$ cat config.mk
export PLATFORM = sky130hd
export DESIGN_NAME = ex_mem_stage
export DESIGN_NICKNAME = d
export VERILOG_FILES = /design/src/rtl/ex_mem_stage.sv
export SDC_FILE = /design/constraint.sdc
export NUM_CORES = 1
export LEC_CHECK = 0
export BUFFER_PORTS_ARGS = -buffer_cell sky130_fd_sc_hd__buf_2
export CORE_MARGIN = 4
export CORE_UTILIZATION = 30
export CTS_CLUSTER_SIZE = 20
export DETAILED_ROUTE_END_ITERATION = 8
export SLEW_MARGIN = 20
export SYNTH_ARGS = -nofsm -noshare
export SYNTH_HDL_FRONTEND = slang
export SYNTH_SLANG_ARGS = --single-unit
$ cat constraint.sdc
create_clock -name clk -period 1.9 [get_ports clk]
set_clock_uncertainty 0.2 [all_clocks]
set_input_delay 0.095 -clock clk [delete_from_list [all_inputs] [get_ports clk]]
set_output_delay 0.095 -clock clk [all_outputs]
set_load 0.02 [all_outputs]
$ cat src/rtl/ex_mem_stage.sv
// ex_mem_stage: EX->MEM pipeline register with a data-memory handshake; define EX_MEM_TIMEOUT_EN to abort stuck accesses.
// Latency: ALU ops 1 edge, memory ops >= 2 edges; stall holds the EX stage while an access is outstanding.
module ex_mem_stage #(
   parameter int N       = 32,
   parameter int TIMEOUT = 16
) (
   input  logic         clk,
   input  logic         reset,
   input  logic         ex_valid,
   input  logic         ex_RegWrite,
   input  logic         ex_MemtoReg,
   input  logic         ex_MemRead,
   input  logic         ex_MemWrite,
   input  logic [N-1:0] ex_AluResult,
   input  logic [N-1:0] ex_WriteData,
   input  logic [N-1:0] ex_PC_4,
   input  logic [4:0]   ex_WriteRegister,
   input  logic         flush,
   output logic         stall,
   output logic         dmem_req,
   output logic         dmem_we,
   output logic [N-1:0] dmem_addr,
   output logic [N-1:0] dmem_wdata,
   input  logic [N-1:0] dmem_rdata,
   input  logic         dmem_ready,
   output logic         wb_valid,
   output logic         wb_RegWrite,
   output logic         wb_MemtoReg,
   output logic         wb_MemRead,
   output logic [N-1:0] wb_ReadData,
   output logic [N-1:0] wb_AluResult,
   output logic [N-1:0] wb_PC_4,
   output logic [4:0]   wb_WriteRegister,
   output logic         mem_err
);

   typedef enum logic {S_IDLE, S_WAIT} state_t;

   state_t         state_q, state_d;
   logic           req_q, req_d;
   logic           we_q, we_d;
   logic [N-1:0]   addr_q, addr_d;
   logic [N-1:0]   wdata_q, wdata_d;
   logic           lat_regwrite_q, lat_regwrite_d;
   logic           lat_memtoreg_q, lat_memtoreg_d;
   logic           lat_memread_q, lat_memread_d;
   logic [N-1:0]   lat_pc4_q, lat_pc4_d;
   logic [4:0]     lat_wreg_q, lat_wreg_d;
   logic           wb_valid_q, wb_valid_d;
   logic           wb_regwrite_q, wb_regwrite_d;
   logic           wb_memtoreg_q, wb_memtoreg_d;
   logic           wb_memread_q, wb_memread_d;
   logic [N-1:0]   wb_rdata_q, wb_rdata_d;
   logic [N-1:0]   wb_alu_q, wb_alu_d;
   logic [N-1:0]   wb_pc4_q, wb_pc4_d;
   logic [4:0]     wb_wreg_q, wb_wreg_d;
   logic           timeout_hit;

`ifdef EX_MEM_TIMEOUT_EN
   localparam int CW = (TIMEOUT > 1) ? $clog2(TIMEOUT) : 1;
   logic [CW-1:0]  cnt_q, cnt_d;
   logic           err_q, err_d;

   assign timeout_hit = (cnt_q == CW'(TIMEOUT - 1));
   assign mem_err     = err_q;
`else
   logic           unused_timeout;

   assign unused_timeout = (TIMEOUT == 0);
   assign timeout_hit    = 1'b0;
   assign mem_err        = 1'b0;
`endif

   assign stall = (state_q == S_WAIT);

   always_comb begin
      state_d        = state_q;
      req_d          = req_q;
      we_d           = we_q;
      addr_d         = addr_q;
      wdata_d        = wdata_q;
      lat_regwrite_d = lat_regwrite_q;
      lat_memtoreg_d = lat_memtoreg_q;
      lat_memread_d  = lat_memread_q;
      lat_pc4_d      = lat_pc4_q;
      lat_wreg_d     = lat_wreg_q;
      // Bubble unless a result retires this edge; data buses hold.
      wb_valid_d     = 1'b0;
      wb_regwrite_d  = 1'b0;
      wb_memtoreg_d  = 1'b0;
      wb_memread_d   = 1'b0;
      wb_rdata_d     = wb_rdata_q;
      wb_alu_d       = wb_alu_q;
      wb_pc4_d       = wb_pc4_q;
      wb_wreg_d      = wb_wreg_q;
`ifdef EX_MEM_TIMEOUT_EN
      cnt_d          = cnt_q;
      err_d          = err_q;
`endif

      case (state_q)
         S_IDLE: begin
            if (ex_valid && !flush) begin
               if (ex_MemRead || ex_MemWrite) begin
                  req_d          = 1'b1;
                  we_d           = ex_MemWrite;
                  addr_d         = ex_AluResult;
                  wdata_d        = ex_WriteData;
                  lat_regwrite_d = ex_RegWrite;
                  lat_memtoreg_d = ex_MemtoReg;
                  // A read+write pair is executed as a plain write.
                  lat_memread_d  = ex_MemRead && !ex_MemWrite;
                  lat_pc4_d      = ex_PC_4;
                  lat_wreg_d     = ex_WriteRegister;
                  state_d        = S_WAIT;
`ifdef EX_MEM_TIMEOUT_EN
                  cnt_d          = '0;
`endif
               end else begin
                  wb_valid_d    = 1'b1;
                  wb_regwrite_d = ex_RegWrite;
                  wb_memtoreg_d = ex_MemtoReg;
                  wb_memread_d  = 1'b0;
                  wb_rdata_d    = '0;
                  wb_alu_d      = ex_AluResult;
                  wb_pc4_d      = ex_PC_4;
                  wb_wreg_d     = ex_WriteRegister;
               end
            end
         end
         S_WAIT: begin
            if (dmem_ready) begin
               req_d         = 1'b0;
               wb_valid_d    = 1'b1;
               wb_regwrite_d = lat_regwrite_q;
               wb_memtoreg_d = lat_memtoreg_q;
               wb_memread_d  = lat_memread_q;
               wb_rdata_d    = lat_memread_q ? dmem_rdata : '0;
               wb_alu_d      = addr_q;
               wb_pc4_d      = lat_pc4_q;
               wb_wreg_d     = lat_wreg_q;
               state_d       = S_IDLE;
            end else if (timeout_hit) begin
               req_d   = 1'b0;
               state_d = S_IDLE;
`ifdef EX_MEM_TIMEOUT_EN
               err_d   = 1'b1;
               cnt_d   = '0;
`endif
            end else begin
`ifdef EX_MEM_TIMEOUT_EN
               cnt_d = cnt_q + CW'(1);
`endif
            end
         end
         default: state_d = S_IDLE;
      endcase
   end

   always_ff @(negedge clk or negedge reset) begin
      if (!reset) begin
         state_q        <= S_IDLE;
         req_q          <= 1'b0;
         we_q           <= 1'b0;
         addr_q         <= '0;
         wdata_q        <= '0;
         lat_regwrite_q <= 1'b0;
         lat_memtoreg_q <= 1'b0;
         lat_memread_q  <= 1'b0;
         lat_pc4_q      <= '0;
         lat_wreg_q     <= '0;
         wb_valid_q     <= 1'b0;
         wb_regwrite_q  <= 1'b0;
         wb_memtoreg_q  <= 1'b0;
         wb_memread_q   <= 1'b0;
         wb_rdata_q     <= '0;
         wb_alu_q       <= '0;
         wb_pc4_q       <= '0;
         wb_wreg_q      <= '0;
      end else begin
         state_q        <= state_d;
         req_q          <= req_d;
         we_q           <= we_d;
         addr_q         <= addr_d;
         wdata_q        <= wdata_d;
         lat_regwrite_q <= lat_regwrite_d;
         lat_memtoreg_q <= lat_memtoreg_d;
         lat_memread_q  <= lat_memread_d;
         lat_pc4_q      <= lat_pc4_d;
         lat_wreg_q     <= lat_wreg_d;
         wb_valid_q     <= wb_valid_d;
         wb_regwrite_q  <= wb_regwrite_d;
         wb_memtoreg_q  <= wb_memtoreg_d;
         wb_memread_q   <= wb_memread_d;
         wb_rdata_q     <= wb_rdata_d;
         wb_alu_q       <= wb_alu_d;
         wb_pc4_q       <= wb_pc4_d;
         wb_wreg_q      <= wb_wreg_d;
      end
   end

`ifdef EX_MEM_TIMEOUT_EN
   always_ff @(negedge clk or negedge reset) begin
      if (!reset) begin
         cnt_q <= '0;
         err_q <= 1'b0;
      end else begin
         cnt_q <= cnt_d;
         err_q <= err_d;
      end
   end
`endif

   assign dmem_req         = req_q;
   assign dmem_we          = we_q;
   assign dmem_addr        = addr_q;
   assign dmem_wdata       = wdata_q;
   assign wb_valid         = wb_valid_q;
   assign wb_RegWrite      = wb_regwrite_q;
   assign wb_MemtoReg      = wb_memtoreg_q;
   assign wb_MemRead       = wb_memread_q;
   assign wb_ReadData      = wb_rdata_q;
   assign wb_AluResult     = wb_alu_q;
   assign wb_PC_4          = wb_pc4_q;
   assign wb_WriteRegister = wb_wreg_q;

endmodule

# Yosys cells after proc, flatten, opt, wreduce, memory -nomap -nowiden
# Cells that the tools add are included.
[totals] reg_bits=212 latch_bits=0 mem_bits_rw=0 rom_bits=0 input_bits=142 out_inout_bits=173 elab_cells=70 n_memories=0
[classes] add_sub_neg=0 mul=0 n_div=0 n_lt_le_gt_ge=0 n_eq_ne=4 shift=0 muxes=39 n_bitwise=1 reduce_logical=8
[op_table] cell="32-bit two-way mux" n=10
[op_table] cell="32-bit one-hot mux with 2 select lines" n=3
[op_table] cell="1-bit two-way mux" n=16
[op_table] cell="5-bit two-way mux" n=3
[op_table] cell="1-bit one-hot mux with 2 select lines" n=6
[op_table] cell="5-bit one-hot mux with 2 select lines" n=1
[op_table] cell="3-bit AND reduction" n=3
[op_table] cell="2-bit != test (second input constant)" n=4
[op_table] cell="1-bit logical AND" n=2
[op_table] cell="1-bit logical NOT" n=2
[op_table] cell="1-bit logical OR" n=1
[op_table] cell="1-bit inverter" n=1

# Depth between registers and ports, before layout
[logic_depth] word_depth=4 mapped_depth=7 ltp_nobuf=4

==> results.toml <==
[global_routing]
grt_pass1_wl_mm = 43.0
grt.overflow.total = 0
grt_max_degree = 54
antenna_found_initial = 3
grt_pass1_vias = 7358
grtUsageTotal_pct = 16.0

[floorplan]
start_util_pct = 30.5
die_height_um = 182
die_x_um = 182
num_rows = 63
die-area_um2 = 33000
core_um2 = 29700
pin_count = 315

[critical_path]
cpPeakStageDelay_ps = 480
crit_chain = "buf_6"
worstPathMaxFanout = 2
path_delay_family = "flip-flops"
end_kind = "primary output"
crit_type = "flop to primary output"
critPathSlowestCell = "dfrtn_1"
cp_num_buf_inv = 1
crit_path_start_kind = "flop"
arrival_ps = 2090
critPathRequiredTime_ps = 1600

[layout]
area_delta_synth_final_pct = 63.2
nNetsFinal = 1214
multiInputGateArea_um2 = 3540
fillers = 2530
drive_above_1_share_pct = 58.4
register_area_um2 = 5310
fin_util_pct = 49.8

[pwr]
power_leakage_nw = 7.07
p_per_area_nw_per_um2 = 1240
p_seq_share_pct = 36.3
swShare_pct = 31.3
combPwrFrac_pct = 37.7
pwr-share-clk_pct = 26.0
p_int_mw = 12.6
switchingPower_mw = 5.75
irDropWorstVdd_mv = 0.846

[logic_synthesis]
synth_top_area_cell = "dfrtn_1"
ys_ff_latch = 212
syn_nets = 766
synth_cell_types = 28
synthFlopType = "dfrtn_1"
ys.warnings.count = 0
ys_seq_area_share_pct = 58.6
synth_most_common_cell = "dfrtn_1"
synth-edff-count = 0
syn_area_per_cell_um2 = 14.5
netlist.area_leader.share_pct = 58.6
syn_area_um2 = 9060
yosys-top-cells-count = "dfrtn_1, mux2_4, mux2i_1, nor2_1, a22oi_1"
syn-instance-count = 624
async_flop_share_pct = 100
yosys-top-cells-area = "dfrtn_1, mux2_4, mux2i_1"

[run]
cap_violations = 0

[outcome]
violations = "negative setup slack"
status = "finished, violations left"

[timing]
worstMarginPinSlew_ps = 542
final.setup.worst_slack_ps = -488
tns_ps = -117330
slew_violations = 0
slew_headroom_pct = 63.8
holdWs_ps = 36.7
finalSetupViolCount = 377
rsz0062_at_grt = "true"
hold_viol = 0

[clock_tree]
clock-sinks = 212
cts.path.max_buffers = 3
worstSkewPairLatency_ps = 520
cts_tree = "yes"
clkTransAtPathRegs_ps = 40
cts_root_buffer = "clkbuf_16"
htreeDepth = 1
cts_made_buffers = 24

[placement]
numPortBuffers = 313
gp_congestion = 0.772
dp_hpwl_mm = 17.6

[worst_hold_path]
hp-class = "primary input to async pin"

[drt]
vias = 6962
vias_per_cell = 4.70
wl_per_cell_um = 19.8
routed_wl_mm = 29.4
dr.pass1.iters = 4
ant_nets = 0
drtIter0Drc = 314
drcViolationCount = 0
-- cells in the final DEF (no fill, tap or decap), types with 2 or more instances in the layout --
cell,netlist,layout
dfrtn_1,212,212
buf_6,1,185
buf_2,20,138
mux2_4,70,103
buf_4,5,90
mux2i_1,69,69
nor2_1,69,69
a22oi_1,59,52
buf_12,8,37
a22o_1,35,35
clkbuf_16,0,32
a22oi_2,10,17
buf_8,0,10
clkbuf_1,15,6
clkbuf_8,0,5
clkinvlp_4,0,3
buf_16,0,3
diode_2,0,2
inv_1,2,2
o22ai_1,2,2
a21oi_1,2,2
bufinv_16,0,2
clkinv_2,0,2
-- final timing paths --
| check | startpoint | endpoint | slack (ps) | cells after the start |
|---|---|---|---|---|
| setup / recovery | stall | stall | -490 | 1 |
| hold / removal | reset | lat_pc4_q[16] | 40 | 1 |
| setup reg to reg | stall | dmem_wdata[6] | -380 | 8 |
| hold reg to reg | lat_memtoreg_q | wb_MemtoReg | 250 | 1 |
| max in group asynchronous | reset | wb_AluResult[9] | 920 | 2 |
| min in group clk | lat_memtoreg_q | wb_MemtoReg | 250 | 1 |
-- stage by stage --
step	setup WS (ps)	instance area (um^2)	cells	power, mW
floorplan	-629	9150	624	9.42
global placement	-862	11500	1327	11.2
detailed placement	-872	11500	1327	11.3
CTS	-500	14300	1434	18.1
global route	-521	14800	1482	19.2
finish	-488	14800	1482	18.3
-- area by class of cell --
cell class | instances | area share (%)
clock inverter | 8 | 0.685
multi-input combinational | 360 | 24.0
timing repair buffer | 470 | 31.1
tap | 390 | 3.30
timing repair inverter | 1 | 0.0592
antenna | 2 | 0.0338
sequential | 212 | 35.9
clock buffer | 36 | 4.85
inverter | 3 | 0.127
-- per-layer routing --
| metal | share of wire, % | GRT usage, % |
|---|---|---|
| met3 | 7.1 | 4.75 |
| met4 | 2.5 | 3.75 |
| met1 | 41 | 20.2 |
| met2 | 49 | 27.2 |
| met5 | 0.044 | 0 |
-- power by group through the flow --
stage	combinational (mW)	clock [mW]	sequential [mW]
2_1_floorplan	1.83	0	7.59
3_5_place_dp	4.79	0	6.49
6_report	6.91	4.78	6.65
4_1_cts	6.50	4.92	6.64
3_3_place_gp	4.72	0	6.47
5_1_grt	7.31	5.12	6.80
-- flip-flops by register name, summed over array words and instances (netlist names), 5 cells and up --
name / count
wb_PC_4: 32
lat_pc4_q: 32
lat_wreg_q: 5
wb_ReadData: 32
dmem_addr: 32
wb_WriteRegister: 5
dmem_wdata: 32
wb_AluResult: 32
-- cells by family (layout without fill, tap and decap cells) --
family / after synthesis / count (layout) / synth area share [%]
compound gates: 109 / 109 / 10.1
buf+inv: 52 / 518 / 4.16
flops: 212 / 212 / 58.6
mux: 172 / 172 / 23.3
other cells: 1 / 3 / 0.0414
simple gates: 78 / 78 / 3.84
-- what timing repair did --
| action | in CTS | in global routing |
|---|---|---|
| endpoints found under the setup margin | 275 | 362 |
| hold endpoints to repair | 0 | 0 |
| gates resized for setup | 409 | 37 |
| buffers inserted | 58 | 44 |
| gates cloned | 6 | 12 |
| hold buffers | 0 | 0 |
| pin swaps | 6 | 4 |
-- worst reg2reg max path: stages, from the launching register on --
cell and delay (ps):
dfrtn_1 390, buf_6 160, or3b_4 430, nor2_8 120
buf_6 120, buf_12 130, buf_12 130, buf_12 130
mux2_4 310
Note: power is estimated with default switching activity, not from simulation.
